### src/rtl/sensor_conditioner_pkg.sv
// Shared constants for the irrigation input front-end: default filter timing,
// channel map and display-select encodings.
package sensor_conditioner_pkg;

  localparam int DEBOUNCE_CYCLES_DEF = 500000;
  localparam int SYNC_STAGES_DEF     = 2;

  // Channel order on the internal vectors; the button is always the top bit.
  localparam int N_SENSORS  = 6;
  localparam int N_CHANNELS = 7;
  localparam int CH_HIGH    = 0;
  localparam int CH_MIDDLE  = 1;
  localparam int CH_LOW     = 2;
  localparam int CH_SOLO    = 3;
  localparam int CH_AR      = 4;
  localparam int CH_TEMP    = 5;
  localparam int CH_BOTAO   = 6;

  typedef enum logic {
    SEL_NIVEL     = 1'b0,
    SEL_IRRIGACAO = 1'b1
  } sel_e;

  function automatic sel_e sel_toggle(input sel_e cur);
    return (cur == SEL_NIVEL) ? SEL_IRRIGACAO : SEL_NIVEL;
  endfunction

endpackage

### src/rtl/sensor_debounce.sv
// One input channel: multi-stage synchroniser followed by a stability counter
// that only accepts a new level after DEBOUNCE_CYCLES consecutive agreeing samples.
module sensor_debounce
  import sensor_conditioner_pkg::*;
#(
  parameter int DEBOUNCE_CYCLES = DEBOUNCE_CYCLES_DEF,
  parameter int SYNC_STAGES     = SYNC_STAGES_DEF
) (
  input  logic clk,
  input  logic rst_n,
  input  logic d_raw,
  output logic q,
  output logic busy
);

  localparam int CNT_W = $clog2(DEBOUNCE_CYCLES + 1);
  localparam logic [CNT_W-1:0] CNT_LAST = CNT_W'(DEBOUNCE_CYCLES - 1);

  logic [SYNC_STAGES-1:0] sync_q;
  logic [CNT_W-1:0]       cnt;
  logic                   s;

  assign s = sync_q[SYNC_STAGES-1];

  always_ff @(posedge clk or negedge rst_n) begin
    if (!rst_n) begin
      sync_q <= '0;
    end else begin
      sync_q <= {sync_q[SYNC_STAGES-2:0], d_raw};
    end
  end

  // The counter never passes CNT_LAST: reaching it with a still-differing
  // sample commits the new level and clears in the same edge.
  always_ff @(posedge clk or negedge rst_n) begin
    if (!rst_n) begin
      cnt <= '0;
      q   <= 1'b0;
    end else if (s == q) begin
      cnt <= '0;
    end else if (cnt == CNT_LAST) begin
      cnt <= '0;
      q   <= s;
    end else begin
      cnt <= cnt + CNT_W'(1);
    end
  end

  assign busy = (cnt != '0);

endmodule

### src/rtl/sensor_conditioner.sv
// Board-pin front-end: seven debounced channels, push-button display selector,
// an all-quiet flag and a change pulse for the six sensor levels.
module sensor_conditioner
  import sensor_conditioner_pkg::*;
#(
  parameter int DEBOUNCE_CYCLES = DEBOUNCE_CYCLES_DEF,
  parameter int SYNC_STAGES     = SYNC_STAGES_DEF
) (
  input  logic clk,
  input  logic rst_n,
  input  logic raw_high,
  input  logic raw_middle,
  input  logic raw_low,
  input  logic raw_umidadeDoSolo,
  input  logic raw_umidadeDoAr,
  input  logic raw_temperatura,
  input  logic raw_botao,
  output logic high,
  output logic middle,
  output logic low,
  output logic umidadeDoSolo,
  output logic umidadeDoAr,
  output logic temperatura,
  output logic seletor,
  output logic estavel,
  output logic mudanca
);

  // Display-select FSM
  //   state         | meaning
  //   SEL_NIVEL     | display shows tank level
  //   SEL_IRRIGACAO | display shows irrigation state

  logic [N_CHANNELS-1:0] raw_vec;
  logic [N_CHANNELS-1:0] q_vec;
  logic [N_CHANNELS-1:0] busy_vec;
  logic [N_SENSORS-1:0]  sens_q_d;
  logic                  botao_q_d;
  logic                  btn_rise;
  logic                  mudanca_q;
  logic                  estavel_q;
  sel_e                  sel_state;
  sel_e                  sel_next;

  assign raw_vec[CH_HIGH]   = raw_high;
  assign raw_vec[CH_MIDDLE] = raw_middle;
  assign raw_vec[CH_LOW]    = raw_low;
  assign raw_vec[CH_SOLO]   = raw_umidadeDoSolo;
  assign raw_vec[CH_AR]     = raw_umidadeDoAr;
  assign raw_vec[CH_TEMP]   = raw_temperatura;
  assign raw_vec[CH_BOTAO]  = raw_botao;

  for (genvar i = 0; i < N_CHANNELS; i++) begin : g_ch
    sensor_debounce #(
      .DEBOUNCE_CYCLES(DEBOUNCE_CYCLES),
      .SYNC_STAGES    (SYNC_STAGES)
    ) u_db (
      .clk  (clk),
      .rst_n(rst_n),
      .d_raw(raw_vec[i]),
      .q    (q_vec[i]),
      .busy (busy_vec[i])
    );
  end

  assign high          = q_vec[CH_HIGH];
  assign middle        = q_vec[CH_MIDDLE];
  assign low           = q_vec[CH_LOW];
  assign umidadeDoSolo = q_vec[CH_SOLO];
  assign umidadeDoAr   = q_vec[CH_AR];
  assign temperatura   = q_vec[CH_TEMP];

  assign btn_rise = q_vec[CH_BOTAO] & ~botao_q_d;

  always_ff @(posedge clk or negedge rst_n) begin
    if (!rst_n) begin
      sel_state <= SEL_NIVEL;
    end else begin
      sel_state <= sel_next;
    end
  end

  always_comb begin
    sel_next = sel_state;
    if (btn_rise) begin
      sel_next = sel_toggle(sel_state);
    end
  end

  // Driving from the next state makes the toggle visible on the same edge
  // that commits the debounced press; all inputs to this path are flops.
  always_comb begin
    seletor = logic'(sel_next);
  end

  always_ff @(posedge clk or negedge rst_n) begin
    if (!rst_n) begin
      sens_q_d  <= '0;
      botao_q_d <= 1'b0;
      mudanca_q <= 1'b0;
      estavel_q <= 1'b1;
    end else begin
      sens_q_d  <= q_vec[N_SENSORS-1:0];
      botao_q_d <= q_vec[CH_BOTAO];
      mudanca_q <= (q_vec[N_SENSORS-1:0] != sens_q_d);
      estavel_q <= ~|busy_vec;
    end
  end

  assign mudanca = mudanca_q;
  assign estavel = estavel_q;

endmodule

### config.mk
export PLATFORM = sky130hd
export DESIGN_NAME = sensor_conditioner
export DESIGN_NICKNAME = d
export VERILOG_FILES = /design/src/rtl/sensor_conditioner_pkg.sv /design/src/rtl/sensor_debounce.sv /design/src/rtl/sensor_conditioner.sv
export SDC_FILE = /design/constraint.sdc
export NUM_CORES = 1
export LEC_CHECK = 0
export CORE_MARGIN = 2
export CORE_UTILIZATION = 35
export DETAILED_ROUTE_END_ITERATION = 16
export DONT_BUFFER_PORTS = 1
export MAX_ROUTING_LAYER = met4
export SYNTH_ARGS = -nofsm -noshare
export SYNTH_HDL_FRONTEND = slang
export SYNTH_SLANG_ARGS = --single-unit
### constraint.sdc
create_clock -name clk -period 2.06 [get_ports clk]
set_clock_uncertainty 0.05 [all_clocks]
set_input_delay 0.206 -clock clk [delete_from_list [all_inputs] [get_ports clk]]
set_output_delay 0.206 -clock clk [all_outputs]
set_load 0.02 [all_outputs]
==> flow_summary_export.csv <==
group,metric,value,unit
die,die-width,157,µm
synthesis,synth-main-ff-cell,"dfrtp_1",
detailed_routing,wl,17.0,mm
cts,cts-root-buf,"clkbuf_16",
pwr,ir_drop,0.000567,V
setup_path,crit_arrival,2.23,ns
sta,drv_slew,0,
place,port_buffers,0,
synthesis,syn_area,0.00823,mm²
sta,rsz0062_at_grt,"no",
setup_path,crit_type,"register to register",
detailed_routing,dr_total_vias,5964,
detailed_routing,drc,0,
cells_and_area,syn2layout_area_growth,15.7,%
setup_path,worstSetupEndpoint,"g_ch[5].u_db.cnt[18]",
setup_path,end_kind,"register",
detailed_routing,first_pass_iters,5,
die,rows,56,
die,die_y,157,µm
sta,fin_crit_sh,93.6,%
cts,clockBufferDepth,2,
cts,insertion_delay,0.42,ns
die,dieArea,0.0247,mm²
place,pre_cts_slack,0.115,ns
detailed_routing,via_per_inst,4.99,
die,coreArea,0.0233,mm²
sta,max-slew-margin-rel,63.3,%
synthesis,yosysWarningCount,0,
grt,grt_pass1_vias,5865,
cts,cts-htree-levels,4,
pwr,p_leak,0.00398,µW
detailed_routing,ant_nets,0,
sta,holdWs,-0.565,ns
cells_and_area,fin_nets,886,
place,gp_congestion,0.853,
synthesis,synth_top_cell_area_share,49.6,%
sta,hold_violations,164,
sta,tns,0,ns
sta,fmax,519,MHz
cells_and_area,num-fill-cells,2301,
grt,grt_pass1_wl,29.3,mm
sta,worst_pin_slew,0.546,ns
synthesis,yosysSeqAreaShare,49.9,%
setup_path,critical_path.startpoint,"g_ch[5].u_db.cnt[0]",
synthesis,synth_edf_count,0,
setup_path,r2r_slack,0.13,ns
die,ios,18,
setup_path,worst-path-max-fanout,5,
cts,cts_made_buffers,17,
setup_path,r2r_start,"g_ch[5].u_db.cnt[0]",
sta,fin_crit,1.93,ns
die,start_util,35.4,%
sta,setup_ws,0.132,ns
status,violations,"hold timing",
cts,hold_buffers,7,
synthesis,netlist_top_cells_area,"dfrtp_1, xnor2_1, nor2_1, nor4_1, xor2_1",
cells_and_area,diodes,0,
grt,antenna_found_initial,0,
min_path,min_path_type,"input pin to async pin",
cts,path_clk_slew,0.07,ns
setup_path,rr_worst_depth,5,
synthesis,syn-instance-count,813,
cts,clock-sinks,164,
grt,track_usage,15.2,%
detailed_routing,drt-initial-drc-count,345,
setup_path,worstPathRequired,2.36,ns
synthesis,synthTopCellsByCount,"dfrtp_1, nor2_1, xnor2_1, nor4_1, nand3_1",
pwr,p_per_area,690,mW/mm²
status,status,"complete, but fails checks",
synthesis,syn_area_per_cell,10.1,µm²
place,hpwlAfterDp,11.7,mm
detailed_routing,routedWlPerCell,14.3,µm
grt,overflow,0,
synthesis,synth_seq_cells,164,
flow_run,maxCapViolCount,0,
setup_path,startpoint_type,"register",
grt,grt_max_degree,165,
sta,setup_violations,0,
synthesis,yosysUniqueCellTypes,42,
setup_path,r2r-end,"g_ch[5].u_db.cnt[18]",
synthesis,synth_nets,836,
synthesis,yosysTopAreaCell,"dfrtp_1",
cells_and_area,drive_gt1_share,13.3,%
synthesis,yosys.cell_count.top_type,"dfrtp_1",
synthesis,postSynth.asyncResetShare,100,%
cts,cts_tree,"done",
-- repair_timing --
action	4_1_cts	5_1_grt
resized for setup	0	4
endpoints found under the hold margin	171	164
endpoints found under the setup margin	0	4
setup buffers	0	2
-- final cells by class --
class / instances / area, µm² / share of cell area, %
multi-input cells: 585 / 3870 / 40.6
clock buffers: 19 / 443 / 4.65
inverters: 36 / 135 / 1.42
clock inverters: 12 / 108 / 1.13
well taps: 319 / 399 / 4.19
flip-flops and latches: 164 / 4110 / 43.1
repair buffers: 59 / 460 / 4.84
-- worst min-delay path by stage --
stage                      from                    to  slack, ns
after CTS                 rst_n   g_ch[2].u_db.cnt[4]      -0.59
final                     rst_n   g_ch[2].u_db.cnt[4]      -0.56
after global routing      rst_n  g_ch[2].u_db.cnt[18]      -0.59
after detailed placement  rst_n   g_ch[2].u_db.cnt[6]      -0.13
after global placement    rst_n   g_ch[2].u_db.cnt[6]      -0.13
after floorplan           rst_n             botao_q_d      -0.14
-- worst max-delay path, stage by stage (launching register included) --
cell and delay (ns):
dfrtp_1 0.40, ha_1 0.27, nand4_1 0.18, or4_4 0.47, or3_1 0.36, a21oi_1 0.14
-- power breakdown --
group          total, µW  internal, µW  switching (µW)
Sequential          3320          3270            50.8
Clock               3000          1690            1310
Combinational        246           114             132
Total               6570          5070            1500
-- cells in the final DEF (no fill, tap or decap), drive strengths merged, types with 4 or more instances in the layout --
cell / n
inv: 38
nand4: 46
o21ai: 13
nand2: 46
dlygate4sd3: 7
xnor2: 75
mux2: 7
and3: 5
nor4b: 4
xor2: 37
o41ai: 9
or3: 10
ha: 14
nor2: 122
and2: 7
buf: 52
a21oi: 19
nor3: 26
nor4: 60
nand3: 52
dfrtp: 163
and4: 9
clkbuf: 19
clkinvlp: 6
or4: 9
-- sequential cells by signal, summed over array words and instances (netlist names) --
name / flops
sel_state: 1
estavel: 1
g_ch.u_db.cnt: 133
g_ch.u_db.sync_q: 14
botao_q_d: 1
sens_q_d: 6
g_ch.u_db.q: 7
mudanca: 1
-- cells by family (layout without fill, tap and decap cells) --
| logic type | after synthesis | count (layout) | synth area share (%) |
|---|---|---|---|
| XOR/XNOR | 112 | 112 | 11.9 |
| flip-flops | 164 | 164 | 49.9 |
| buffers and inverters | 64 | 126 | 3.39 |
| multiplexers | 9 | 9 | 1.20 |
| adder cells (fa/ha/maj) | 14 | 14 | 2.13 |
| AO/OA/AOI/OAI | 46 | 46 | 4.99 |
| AND/OR/NAND/NOR | 404 | 404 | 26.5 |
-- routing by layer --
layer	GRT usage (%)	wire length, µm	part of all wire [%]
met5	-	0	0
met4	4.29	168	0.99
met3	2.64	490	2.9
met2	22.5	7840	46
met1	21.3	8530	50
-- metrics by stage --
stage          hold slack [ns]  total power, µW  utilization (%)  instances  instance area [µm²]
2_1_floorplan           -0.140             3530                -        813                 8230
3_3_place_gp            -0.130             3610             38.1       1154                 8860
3_5_place_dp            -0.129             3620             38.1       1154                 8860
4_1_cts                 -0.586             6640             40.7       1192                 9480
5_1_grt                 -0.587             6800             40.9       1194                 9520
6_report                -0.565             6570             40.9       1194                 9520
No activity file was read; power rests on OpenSTA's default activity.
